--- config.mk ---
export PLATFORM = sky130hd
export DESIGN_NAME = dht11_frame_reader
export DESIGN_NICKNAME = d
export VERILOG_FILES = /design/src/rtl/dht11_frame_reader.sv
export SDC_FILE = /design/constraint.sdc
export NUM_CORES = 1
export LEC_CHECK = 0
export ABC_AREA = 1
export BUFFER_PORTS_ARGS = -buffer_cell sky130_fd_sc_hd__buf_2
export CAP_MARGIN = 15
export CORE_MARGIN = 2
export CORE_UTILIZATION = 25
export CTS_CLUSTER_DIAMETER = 120
export DETAILED_ROUTE_END_ITERATION = 6
export HOLD_SLACK_MARGIN = 0.08
export MAX_ROUTING_LAYER = met4
export SYNTH_ARGS = -nofsm -noshare
export SYNTH_HDL_FRONTEND = slang
export SYNTH_SLANG_ARGS = --single-unit
--- constraint.sdc ---
create_clock -name clk -period 3.5 [get_ports clk]
set_input_delay 0.35 -clock clk [delete_from_list [all_inputs] [get_ports clk]]
set_output_delay 0.35 -clock clk [all_outputs]
set_load 0.02 [all_outputs]
--- src/rtl/dht11_frame_reader.sv ---
`timescale 1ns/1ps
// DHT11 single-wire reader: drives the host start pulse, follows the sensor
// response handshake and decodes 40 data bits by the width of each high pulse.
//
// state     | meaning
// IDLE      | bus released, waiting for start
// START_LOW | host holds bus low for START_LOW_US
// WAIT_RESP | bus released, waiting for sensor to pull low
// RESP_LOW  | sensor response low phase
// RESP_HIGH | sensor response high phase
// BIT_LOW   | low preamble of a data bit
// BIT_HIGH  | data-high pulse being timed
// DONE      | publish frame and checksum
// ERR       | report timeout
module dht11_frame_reader #(
    parameter int CYC_PER_US    = 25,
    parameter int START_LOW_US  = 18000,
    parameter int TIMEOUT_US    = 200,
    parameter int BIT_THRESH_US = 50
) (
    input  logic        clk,
    input  logic        rst,
    input  logic        start,
    input  logic        dht11_data,
    output logic        dht11_oe,
    output logic        busy,
    output logic [39:0] frame,
    output logic        frame_valid,
    output logic        checksum_ok,
    output logic        timeout_err
);
    localparam int PHASE_MAX = (START_LOW_US > TIMEOUT_US) ? START_LOW_US : TIMEOUT_US;
    localparam int PHASE_W   = $clog2(PHASE_MAX + 2);
    localparam int PRE_W     = (CYC_PER_US > 1) ? $clog2(CYC_PER_US) : 1;

    typedef enum logic [3:0] {
        IDLE, START_LOW, WAIT_RESP, RESP_LOW, RESP_HIGH, BIT_LOW, BIT_HIGH, DONE, ERR
    } state_t;

    state_t               state_q, state_d;
    logic                 sync1_q, sync2_q, prev_q;
    logic [PRE_W-1:0]     presc_q, presc_d;
    logic [PHASE_W-1:0]   phase_q, phase_d, phase_next;
    logic [5:0]           idx_q, idx_d;
    logic [39:0]          shift_q, shift_d, frame_q, frame_d;
    logic                 checksum_ok_q, checksum_ok_d;
    logic                 frame_valid_q, frame_valid_d;
    logic                 timeout_err_q, timeout_err_d;
    logic                 us_tick, rise, fall, timeout_hit;
    logic [7:0]           byte_sum;

    assign rise        = sync2_q & ~prev_q;
    assign fall        = ~sync2_q & prev_q;
    assign us_tick     = (presc_q == PRE_W'(CYC_PER_US - 1));
    // Elapsed time including the current cycle, so a pulse of N us reads as N.
    assign phase_next  = phase_q + PHASE_W'(us_tick);
    assign timeout_hit = (phase_next >= PHASE_W'(TIMEOUT_US));
    assign byte_sum    = shift_q[39:32] + shift_q[31:24] + shift_q[23:16] + shift_q[15:8];

    always_comb begin
        state_d       = state_q;
        shift_d       = shift_q;
        idx_d         = idx_q;
        frame_d       = frame_q;
        checksum_ok_d = checksum_ok_q;
        frame_valid_d = 1'b0;
        timeout_err_d = 1'b0;
        presc_d       = '0;
        phase_d       = '0;

        unique case (state_q)
            IDLE: begin
                if (start) state_d = START_LOW;
            end
            START_LOW: begin
                if (phase_next >= PHASE_W'(START_LOW_US)) state_d = WAIT_RESP;
            end
            WAIT_RESP: begin
                if (fall)             state_d = RESP_LOW;
                else if (timeout_hit) state_d = ERR;
            end
            RESP_LOW: begin
                if (rise)             state_d = RESP_HIGH;
                else if (timeout_hit) state_d = ERR;
            end
            RESP_HIGH: begin
                if (fall) begin
                    state_d = BIT_LOW;
                    idx_d   = '0;
                end else if (timeout_hit) begin
                    state_d = ERR;
                end
            end
            BIT_LOW: begin
                if (rise)             state_d = BIT_HIGH;
                else if (timeout_hit) state_d = ERR;
            end
            BIT_HIGH: begin
                if (fall) begin
                    shift_d = {shift_q[38:0], (phase_next >= PHASE_W'(BIT_THRESH_US))};
                    if (idx_q == 6'd39) begin
                        state_d = DONE;
                    end else begin
                        idx_d   = idx_q + 6'd1;
                        state_d = BIT_LOW;
                    end
                end else if (timeout_hit) begin
                    state_d = ERR;
                end
            end
            DONE: begin
                frame_d       = shift_q;
                checksum_ok_d = (byte_sum == shift_q[7:0]);
                frame_valid_d = 1'b1;
                state_d       = IDLE;
            end
            ERR: begin
                timeout_err_d = 1'b1;
                state_d       = IDLE;
            end
            default: state_d = IDLE;
        endcase

        if (state_d == state_q && state_q != IDLE) begin
            presc_d = us_tick ? '0 : presc_q + PRE_W'(1);
            phase_d = phase_next;
        end
    end

    always_ff @(posedge clk) begin
        if (rst) begin
            state_q       <= IDLE;
            sync1_q       <= 1'b1;
            sync2_q       <= 1'b1;
            prev_q        <= 1'b1;
            presc_q       <= '0;
            phase_q       <= '0;
            idx_q         <= '0;
            shift_q       <= '0;
            frame_q       <= '0;
            checksum_ok_q <= 1'b0;
            frame_valid_q <= 1'b0;
            timeout_err_q <= 1'b0;
        end else begin
            state_q       <= state_d;
            sync1_q       <= dht11_data;
            sync2_q       <= sync1_q;
            prev_q        <= sync2_q;
            presc_q       <= presc_d;
            phase_q       <= phase_d;
            idx_q         <= idx_d;
            shift_q       <= shift_d;
            frame_q       <= frame_d;
            checksum_ok_q <= checksum_ok_d;
            frame_valid_q <= frame_valid_d;
            timeout_err_q <= timeout_err_d;
        end
    end

    assign dht11_oe    = (state_q == START_LOW);
    assign busy        = (state_q != IDLE);
    assign frame       = frame_q;
    assign frame_valid = frame_valid_q;
    assign checksum_ok = checksum_ok_q;
    assign timeout_err = timeout_err_q;
endmodule

---- Word level (Yosys, flattened, before mapping) ----
Cells that the tools add are included.
word-level totals
  memories ................................ 0
  register bits after elaboration ......... 116
  output and inout port bits .............. 45
  input port bits ......................... 4
  bits in read-only memories .............. 0
  logic and storage cells ................. 65
  bits in writable memories ............... 0
  latch bits .............................. 0
operators by class
  $mul .................................... 0
  multiplexer cells ....................... 16
  shift operators ......................... 0
  $lt $le $gt $ge ......................... 3
  bitwise operators ....................... 5
  div/mod/pow operators ................... 0
  equal/unequal tests ..................... 15
  $add $sub $neg .......................... 6
  reduce and logical (&&, ||, !) cells .... 8
operator list
  cell                                                                    number
  4-bit 2-to-1 mux                                                        8
  4-bit one-hot mux with 7 select lines                                   1
  8-bit adder                                                             3
  6-bit 2-to-1 mux                                                        3
  4-bit by 3-bit == test with 1-bit output, second input constant         4
  15-bit by 1-bit adder with 15-bit output                                1
  15-bit >= comparator, second input constant                             1
  15-bit by 6-bit >= comparator with 1-bit output, second input constant  1
  15-bit by 8-bit >= comparator with 1-bit output, second input constant  1
  6-bit one-hot mux with 2 select lines                                   1
  4-bit by 2-bit == test with 1-bit output, second input constant         2
  8-bit == test                                                           1
  6-bit by 1-bit adder with 6-bit output, second input constant           1
  6-bit == test, second input constant                                    1
  2-bit != test, second input constant                                    3
  5-bit by 1-bit adder with 5-bit output, second input constant           1
  5-bit == test, second input constant                                    1
  4-bit by 1-bit == test with 1-bit output, second input constant         1
  4-bit == test                                                           1
  4-bit == test, second input constant                                    1
  4-bit zero test                                                         1
  4-bit AND reduction                                                     1
  4-bit nonzero test                                                      1
  1-bit NOT                                                               3
  8 further kinds                                                         10

---- Longest topological paths before layout ----
Gate-level depths: netlist of run 1.
  depth after elaboration ................. 10
  depth in mapped cells ................... 25
  mapped depth without buffers ............ 24

---- Worst setup path before layout of run 1 ----
Ideal clock, no wire load.
  kind .................................... register to register
  from .................................... register shift_q[9]
  to ...................................... register checksum_ok_q, in the netlist checksum_ok
  data required time ...................... 3.368 ns
  stages on the path, launching flop included .. 13
  slack ................................... 0.591 ns
  clock period less this slack ............ 2.909 ns
  setup time .............................. 0.132 ns
  data arrival time ....................... 2.777 ns
  cells stage by stage .................... dfxtp_1 fa_1 fa_1 ha_1 inv_1 fa_1 o21ai_0 xor2_1 or2_2 nand3_1 nor2_1 nand4_1 a21oi_1
between the ends
  cells in the longest elaborated chain, start to end .. 2
RTL lines
  item                      RTL line  RTL
  start: declaration        45        logic [39:0] shift_q, shift_d, frame_q, frame_d;
  start signal: assignment  152       shift_q <= shift_d;
  8-bit adder               58        assign byte_sum = shift_q[39:32] + shift_q[31:24] + shift_q[23:16] + shift_q[15:8];
  8-bit == test             113       checksum_ok_d = (byte_sum == shift_q[7:0]);
  end signal: assignment    154       checksum_ok_q <= checksum_ok_d;
  end: declaration          46        logic checksum_ok_q, checksum_ok_d;
Every way passes these cells.
A chain may end at the register's enable or synchronous reset.

---- Worst setup path in the final report of run 1 ----
Ends and elaborated chain as after synthesis.

==> results.yml, run 1 <==
synthesis:
  syn_area_per_cell_um2: 7.832
  ys.flop_type: "dfxtp_1"
  synth-compound-area-share_pct: 13.90
  syn_area_mm2: 0.005365
  synth_top_family_by_area: "simple AND/OR/NAND/NOR gates"
  async_flop_share_pct: 0
  yosys.area_share.simple_pct: 24.65
  netlist_top_cells_count: "dfxtp_1 (116), nand2_1 (115), nor2_1 (89)"
  ys_ff_latch: 116
  synth_top_area_share_pct: 43.28
  synth-seq-area-share_pct: 43.28
  yosys-top-cells-area: "dfxtp_1 (43%), nand2_1 (8.0%), a21oi_1 (6.3%)"
  synth_most_common_cell: "dfxtp_1"
  yosys.area.top_type: "dfxtp_1"
  synthMuxAreaShare_pct: 0
  ys_warn_count: 0
  yosys.area_share.adder_pct: 8.022
  synth-xor-area-share_pct: 3.428
  synth-edff-count: 0
  yosysUniqueCellTypes: 34
  syn-num-nets: 715
  syn_inst: 685
placed_design:
  dp_hpwl_um: 8529
  gp_congestion: 0.8127
  portBuffers: 48
sta:
  hold_viol_final: 0
  clock.fmax_mhz: 326.3
  final.setup.tns_ps: 0
  fin_skew_ps: 11.37
  tightest_slew_ps: 818.1
  worst_hold_slack_ps: 124.3
  setup_viol: 0
  min_period_ps: 3065
  rsz0062_at_grt: "no"
  fin_crit_sh_pct: 87.57
  slew_violations: 0
  slew_headroom_pct: 45.12
layout:
  final_nets: 760
  areaGrowthSynthToFinish_pct: 20.01
  regArea_mm2: 0.002322
  multi_input_area_mm2: 0.002690
  drive_gt1_share_pct: 17.90
  antenna_cells: 0
  fillers: 2208
floorplan:
  die_h_um: 150.5
  rows: 53
  start_util_pct: 25.52
  dieArea_mm2: 0.02265
  ios: 49
  design.core.area_mm2: 0.02102
  die_w_um: 150.5
clocking:
  cts_setup_buffers: 0
  clock_sinks: 116
  worst_skew_pair.late_latency_ps: 420
  clockBufferDepth: 2
  root_buffer: "clkbuf_16"
  ctsHtreeMaxLevel: 4
  clk_pin_slew_ps: 60
  hold_buffers: 0
  cts_resized: 0
  numCtsBuffers: 17
  cts_tree: "built"
worst_setup_path:
  criticalPathCategory: "reg2reg"
  critPathRequiredTime_ps: 3790
  max_stage_delay_ps: 520
  cp_common_cell: "fa_1"
  slowest_stage: "fa_1"
  endpoint_kind: "flip-flop"
  crit_fanout: 4
  arrival_ps: 3350
  crit_chain: "fa_1 > fa_1 > ha_1 > inv_1 > fa_1 > o21ai_0 > xor2_1 > or2_2 > nand3_1 > nor2_1 > nand4_1 > a21oi_1"
  start_kind: "flip-flop"
flow_run:
  max_cap_viol_count: 0
grt:
  busiest_layer: "met2"
  grt_use_met1_pct: 15.71
  grt_pass1_wl_um: 20610
  antenna_found_initial: 0
  grt_max_degree: 62
  grt_use_met3_pct: 3.152
  track_usage_pct: 12.02
  first_global_vias: 4247
  use_met2_pct: 17.70
  overflow: 0
pwr:
  p_leak_nw: 2.744
  irDropWorstVdd_mv: 0.3633
  power_density_mw_per_mm2: 473.6
detailed_routing:
  viasPerCell: 4.315
  wl_per_cell_um: 12.06
  first_iter_violations: 220
  ant_nets: 0
  wirelength_um: 12280
  drt_pass1_iterations: 4
  drc: 0
  route.vias.total: 4393
outcome:
  run_status: "completed"
min_path:
  hold_path.class: "in2reg"
-- logic make-up (layout without fill, tap and decap cells) --
group                    after synthesis  in the layout
buffers and inverters                 91            149
flip-flops                           116            116
adder cells (fa/ha/maj)               26             26
AO/OA/AOI/OAI                        143            143
XOR/XNOR                              21             21
AND/OR/NAND/NOR                      288            288
-- layout make-up --
class / instances / area share [%]
inverter: 65 / 3.789
sequential: 116 / 36.07
timing repair buffer: 52 / 4.197
clock buffer: 19 / 6.724
tap: 275 / 5.344
multi-input combinational: 478 / 41.78
clock inverter: 13 / 2.099
-- cell usage in the layout, fill, tap and decap left out, types with 8 or more instances in the layout --
cell	instances
a21oi_1	68
buf_2	48
clkbuf_16	17
dfxtp_1	116
fa_1	14
ha_1	12
inv_1	58
nand2_1	115
nand2_2	12
nand3_1	18
nand4_1	8
nor2_1	88
nor2_2	14
nor2_4	8
o21ai_0	65
xnor2_1	8
xor2_1	13
-- worst max-delay path, delay by kind of cell, from the launching register on --
family	cells	cell delay, ps
fa+ha+maj	4	1590
simple gates	4	480
compound gates	2	330
xor+xnor	1	120
buf+inv	1	60
flops	1	350
-- worst paths after layout --
kind / start / end / slack (ps) / cells after the start
worst min-delay path: dht11_data / sync1_q$_SDFF_PP1_ / 120 / 2
worst max register to register: shift_q[9]$_SDFFE_PP0P_ / checksum_ok$_SDFFE_PP0P_ / 430 / 12
worst min register to register: sync1_q$_SDFF_PP1_ / sync2_q$_SDFF_PP1_ / 400 / 1
worst max-delay path: shift_q[9]$_SDFFE_PP0P_ / checksum_ok$_SDFFE_PP0P_ / 430 / 12
-- layer usage --
layer,routed length (um),up-vias
met2,5381,80
met3,442,17
met1,6246,1986
met5,0,-
li1,-,2310
met4,209,0
-- metrics by stage --
step                utilization [%]  instances  total power, mW  cell area (um2)  setup WS, ps
finish                        30.63       1018            3.050             6439         435.0
global route                  30.63       1018            3.161             6439         178.6
CTS                           30.63       1018            3.090             6439         421.2
detailed placement            27.93        986            1.414             5871         422.1
global placement              27.93        986            1.414             5871         491.7
floorplan                         -        685            1.401             5365         591.5
-- power breakdown --
part           switching, mW  internal [mW]  leakage, nW  total, mW
sequential           0.00298           1.32        0.935       1.33
combinational         0.0421         0.0162         1.53     0.0583
clock                  0.621           1.04        0.277       1.66
-- sequential cells by signal (all words and copies together), names as in the netlist --
| signal | cells |
|---|---|
| timeout_err | 1 |
| sync2_q | 1 |
| frame | 40 |
| state_q | 4 |
| frame_valid | 1 |
| phase_q | 15 |
| idx_q | 6 |
| prev_q | 1 |
| sync1_q | 1 |
| shift_q | 40 |
| checksum_ok | 1 |
| presc_q | 5 |
No activity file was read; power rests on OpenSTA's default activity.
==> run 2, diff against run 1 <==
--- a/config.mk
+++ b/config.mk
@@ -6,12 +6,12 @@
 export NUM_CORES = 1
 export LEC_CHECK = 0
 export ABC_AREA = 1
-export BUFFER_PORTS_ARGS = -buffer_cell sky130_fd_sc_hd__buf_2
 export CAP_MARGIN = 15
 export CORE_MARGIN = 2
 export CORE_UTILIZATION = 25
 export CTS_CLUSTER_DIAMETER = 120
 export DETAILED_ROUTE_END_ITERATION = 6
+export DONT_BUFFER_PORTS = 1
 export HOLD_SLACK_MARGIN = 0.08
 export MAX_ROUTING_LAYER = met4
 export SYNTH_ARGS = -nofsm -noshare
==> results.yml, run 2 (same netlist as run 1, synthesis figures left out) <==
worst_setup_path:
  r2r_slack_ps: 460
  cp_common_cell: "fa_1"
  r2r-start: "shift_q[9]$_SDFFE_PP0P_"
  slowest_stage: "fa_1"
  max_stage_delay_ps: 520
  rr_endpoint: "checksum_ok$_SDFFE_PP0P_"
  crit_fanout: 4
  endpoint_kind: "flip-flop"
  criticalPathCategory: "reg2reg"
  arrival_ps: 3340
  reg2reg_depth: 12
  crit_chain: "fa_1 > fa_1 > ha_1 > inv_1 > fa_1 > o21ai_0 > xor2_1 > or2_2 > nand3_1 > nor2_1 > nand4_1 > a21oi_1"
  critPathRequiredTime_ps: 3800
  start_kind: "flip-flop"
clocking:
  clockBufferDepth: 2
  cts_resized: 0
  cts_setup_buffers: 0
  root_buffer: "clkbuf_16"
  ctsHtreeMaxLevel: 4
  clk_pin_slew_ps: 60
  numCtsBuffers: 17
  worst_skew_pair.late_latency_ps: 420
  hold_buffers: 2
  cts_tree: "built"
  clock_sinks: 116
pwr:
  irDropWorstVdd_mv: 0.3035
  p_leak_nw: 2.497
  power_density_mw_per_mm2: 493.7
sta:
  min_period_ps: 3039
  hold_viol_final: 0
  fin_crit_sh_pct: 86.83
  rsz0062_at_grt: "no"
  slew_violations: 0
  final.setup.tns_ps: 0
  clock.fmax_mhz: 329.0
  worst_hold_slack_ps: 200.9
  slew_headroom_pct: 47.01
  tightest_slew_ps: 789.9
  setup_viol: 0
  fin_skew_ps: 9.129
floorplan:
  start_util_pct: 25.52
  dieArea_mm2: 0.02265
  die_w_um: 150.5
  die_h_um: 150.5
  ios: 49
  rows: 53
  design.core.area_mm2: 0.02102
detailed_routing:
  route.vias.total: 4255
  ant_nets: 0
  drc: 0
  viasPerCell: 4.378
  wl_per_cell_um: 12.58
  wirelength_um: 12230
  first_iter_violations: 262
  drt_pass1_iterations: 5
placed_design:
  dp.cells: 938
  dp_hpwl_um: 8540
  postPlaceCellArea_mm2: 0.005630
  gp_congestion: 0.8446
  portBuffers: 0
grt:
  grt_max_degree: 61
  overflow: 0
  track_usage_pct: 11.99
  grt_pass1_wl_um: 20550
  first_global_vias: 4143
  antenna_found_initial: 0
layout:
  drive_gt1_share_pct: 12.63
  final_cells: 972
  final_nets: 714
  final_area_mm2: 0.006245
  post-route-util_pct: 29.71
  areaGrowthSynthToFinish_pct: 16.39
  antenna_cells: 0
  final_common_cell: "dfxtp_1"
  final_cell_mix: "dfxtp_1 (116), nand2_1 (115), nor2_1 (88)"
min_path:
  holdPathStages: 2
  whs_endpoint: "state_q[1]$_SDFF_PP0_"
  worstHoldStart: "rst"
  hold_path.class: "in2reg"
outcome:
  run_status: "completed"
flow_run:
  max_cap_viol_count: 0
[run 2: cell count changes in the layout (fill, tap and decap cells not counted)]
| cell | before | now |
|---|---|---|
| buf_2 | 48 | 0 |
| clkinv_2 | 5 | 0 |
| clkinvlp_4 | 2 | 3 |
| inv_6 | 1 | 5 |
| bufinv_16 | 2 | 1 |
| buf_12 | 0 | 1 |
| clkbuf_1 | 2 | 0 |
| clkbuf_8 | 0 | 1 |
| dlygate4sd3_1 | 0 | 1 |
| inv_8 | 0 | 2 |
[run 2: worst max-delay path by stage]
stage                                       start                        to  slack [ps]  cells past startpoint
final                     shift_q[9]$_SDFFE_PP0P_  checksum_ok$_SDFFE_PP0P_         460                     12
after global routing        presc_q[0]$_SDFF_PP0_     phase_q[3]$_SDFF_PP0_         250                     18
after CTS                 shift_q[9]$_SDFFE_PP0P_  checksum_ok$_SDFFE_PP0P_         450                     12
after floorplan           shift_q[9]$_SDFFE_PP0P_  checksum_ok$_SDFFE_PP0P_         590                     12
after global placement    shift_q[9]$_SDFFE_PP0P_  checksum_ok$_SDFFE_PP0P_         500                     12
after detailed placement  shift_q[9]$_SDFFE_PP0P_  checksum_ok$_SDFFE_PP0P_         470                     12
[run 2: layer usage]
layer / vias up / track usage [%] / part of all wire (%)
met2: 76 / 17.39 / 44
met4: 0 / 6.038 / 1.7
met3: 11 / 3.061 / 4.5
met1: 1949 / 15.42 / 50
met5: - / - / 0
li1: 2219 / - / -
[run 2: power by group]
part | total, mW | internal, mW | switching [mW]
clock network | 1.70 | 1.02 | 0.682
logic | 0.0577 | 0.0174 | 0.0403
registers | 1.33 | 1.32 | 0.00285
total | 3.08 | 2.36 | 0.725
[run 2: critical path, delay by kind of cell (launching register included)]
kind,cells,cell delay (ps)
AO/OA/AOI/OAI,2,330
buffers and inverters,1,60
flip-flops,1,350
adder cells (fa/ha/maj),4,1600
XOR/XNOR,1,120
AND/OR/NAND/NOR,4,480
[run 2: stage by stage]
stage | total power [mW] | setup slack (ps)
finish | 3.083 | 460.8
CTS | 3.131 | 451.8
floorplan | 1.401 | 591.5
detailed placement | 1.405 | 466.1
global placement | 1.404 | 499.8
global route | 3.197 | 245.4
[run 2: cell type report]
| class | instances | area, um2 |
|---|---|---|
| fillers | 2215 | 14780 |
| multi-input cells | 478 | 2690 |
| flip-flops and latches | 116 | 2322 |
| clock buffers | 18 | 439.2 |
| well taps | 275 | 344.1 |
| inverters | 65 | 244.0 |
| clock inverters | 14 | 145.1 |
| repair buffers | 6 | 60.06 |
==> run 3, diff against run 2 <==
--- a/config.mk
+++ b/config.mk
@@ -14,6 +14,7 @@
 export DONT_BUFFER_PORTS = 1
 export HOLD_SLACK_MARGIN = 0.08
 export MAX_ROUTING_LAYER = met4
+export PLACE_DENSITY = 0.39
 export SYNTH_ARGS = -nofsm -noshare
 export SYNTH_HDL_FRONTEND = slang
 export SYNTH_SLANG_ARGS = --single-unit
==> constraint.sdc (replaced) <==
create_clock -name clk -period 3.35 [get_ports clk]
set_input_delay 0.335 -clock clk [delete_from_list [all_inputs] [get_ports clk]]
set_output_delay 0.335 -clock clk [all_outputs]
set_load 0.02 [all_outputs]
==> results.yml, run 3 (same netlist as run 1, synthesis figures left out) <==
outcome:
  run_status: "completed"
sta:
  setup_viol: 0
  final.setup.tns_ps: 0
  slew_violations: 0
  fin_skew_ps: 9.445
  tightest_slew_ps: 845.1
  clock.fmax_mhz: 329.3
  hold_viol_final: 0
  min_period_ps: 3037
  slew_headroom_pct: 43.31
  fin_crit_sh_pct: 90.64
  rsz0062_at_grt: "no"
  worst_hold_slack_ps: 199.2
layout:
  antenna_cells: 0
  final_area_mm2: 0.006265
  post-route-util_pct: 29.80
  final_cell_mix: "dfxtp_1 (116), nand2_1 (115), nor2_1 (88)"
  final_nets: 715
  final_common_cell: "dfxtp_1"
  drive_gt1_share_pct: 12.36
  areaGrowthSynthToFinish_pct: 16.77
clocking:
  worst_skew_pair.late_latency_ps: 410
  cts_tree: "built"
  cts_setup_buffers: 0
  numCtsBuffers: 17
  root_buffer: "clkbuf_16"
  clock_sinks: 116
  clockBufferDepth: 2
  clk_pin_slew_ps: 50
  ctsHtreeMaxLevel: 4
worst_setup_path:
  max_stage_delay_ps: 530
  criticalPathCategory: "reg2reg"
  crit_fanout: 4
  reg2reg_depth: 12
  cp_common_cell: "fa_1"
  slowest_stage: "fa_1"
  arrival_ps: 3380
  r2r_slack_ps: 310
  critPathRequiredTime_ps: 3700
  r2r-start: "shift_q[17]$_SDFFE_PP0P_"
  crit_cells: 12
  start_kind: "flip-flop"
  path_buf_inv: 1
  crit_chain: "fa_1 > fa_1 > ha_1 > inv_1 > fa_1 > xor2_1 > nand2_1 > nor4_1 > o21ai_0 > nor2_1 > nand4_1 > a21oi_1"
  endpoint_kind: "flip-flop"
  path_delay_family: "adder cells"
  rr_endpoint: "checksum_ok$_SDFFE_PP0P_"
min_path:
  whs_endpoint: "state_q[1]$_SDFF_PP0_"
  hold_path.class: "in2reg"
  worstHoldStart: "rst"
  holdPathStages: 2
floorplan:
  die_h_um: 150.5
  die_w_um: 150.5
  ios: 49
  start_util_pct: 25.52
  dieArea_mm2: 0.02265
  rows: 53
  design.core.area_mm2: 0.02102
placed_design:
  dp_hpwl_um: 9134
  gp_congestion: 0.8118
  postPlaceCellArea_mm2: 0.005638
  portBuffers: 0
pwr:
  p_leak_nw: 2.507
  irDropWorstVdd_mv: 0.2858
  power_density_mw_per_mm2: 523.3
detailed_routing:
  ant_nets: 0
  drc: 0
  first_iter_violations: 198
  wirelength_um: 13040
  drt_pass1_iterations: 4
  route.vias.total: 4235
  wl_per_cell_um: 13.43
  viasPerCell: 4.361
grt:
  grt_pass1_wl_um: 21510
  first_global_vias: 4158
  overflow: 0
  track_usage_pct: 12.76
  antenna_found_initial: 0
  grt_max_degree: 53
flow_run:
  max_cap_viol_count: 0
[run 3: cell types whose count changed in the layout (fill, tap and decap cells not counted), sizes merged]
cell,before,now
buf,5,6
bufinv,1,3
clkbuf,18,20
clkinv,5,7
clkinvlp,3,1
inv,70,64
[run 3: timing repair]
action,CTS,global route
setup endpoints to repair,0,4
endpoints found under the hold margin,31,0
hold buffers,2,0
gates resized for setup,0,1
[run 3: worst reg2reg max path, cell delays in order (launching register included)]
cell and delay (ps):
dfxtp_1 400, fa_1 460, fa_1 530, ha_1 170, inv_1 50, fa_1 490, xor2_1 140, nand2_1 60
nor4_1 230, o21ai_0 130, nor2_1 100, nand4_1 100, a21oi_1 120
[run 3: worst max path at each step]
stage	start	end	slack (ps)
floorplan	shift_q[9]$_SDFFE_PP0P_	checksum_ok$_SDFFE_PP0P_	440
global placement	shift_q[9]$_SDFFE_PP0P_	checksum_ok$_SDFFE_PP0P_	330
detailed placement	shift_q[17]$_SDFFE_PP0P_	checksum_ok$_SDFFE_PP0P_	300
CTS	shift_q[17]$_SDFFE_PP0P_	checksum_ok$_SDFFE_PP0P_	280
global route	presc_q[0]$_SDFF_PP0_	phase_q[3]$_SDFF_PP0_	60
finish	shift_q[17]$_SDFFE_PP0P_	checksum_ok$_SDFFE_PP0P_	310
[run 3: final cells by class]
type	instances	area [um2]
Clock buffer	20	456.7
Tap cell	275	344.1
Inverter	65	244.0
Multi-Input combinational cell	478	2699
Sequential cell	116	2322
Fill cell	2223	14760
Clock inverter	10	131.4
Timing Repair Buffer	7	67.56
[run 3: power by group]
part           internal [mW]  total (mW)  leakage (nW)  switching, mW
Combinational         0.0188      0.0652          1.28         0.0464
Sequential              1.38        1.39         0.935        0.00293
Clock                   1.19        1.83         0.292          0.632
[run 3: through the flow]
stage / total power [mW] / setup slack, ps / instances
4_1_cts: 3.337 / 281.5 / 971
2_1_floorplan: 1.464 / 441.5 / 685
5_1_grt: 3.389 / 56.01 / 971
3_3_place_gp: 1.469 / 326.6 / 939
6_report: 3.278 / 313.5 / 971
3_5_place_dp: 1.470 / 303.7 / 939
[run 3: layer usage]
metal | wire, um | global-route usage [%]
met1 | 6280 | 16.09
met2 | 5933 | 19.02
met3 | 684 | 4.424
met4 | 145 | 4.292
met5 | 0 | -
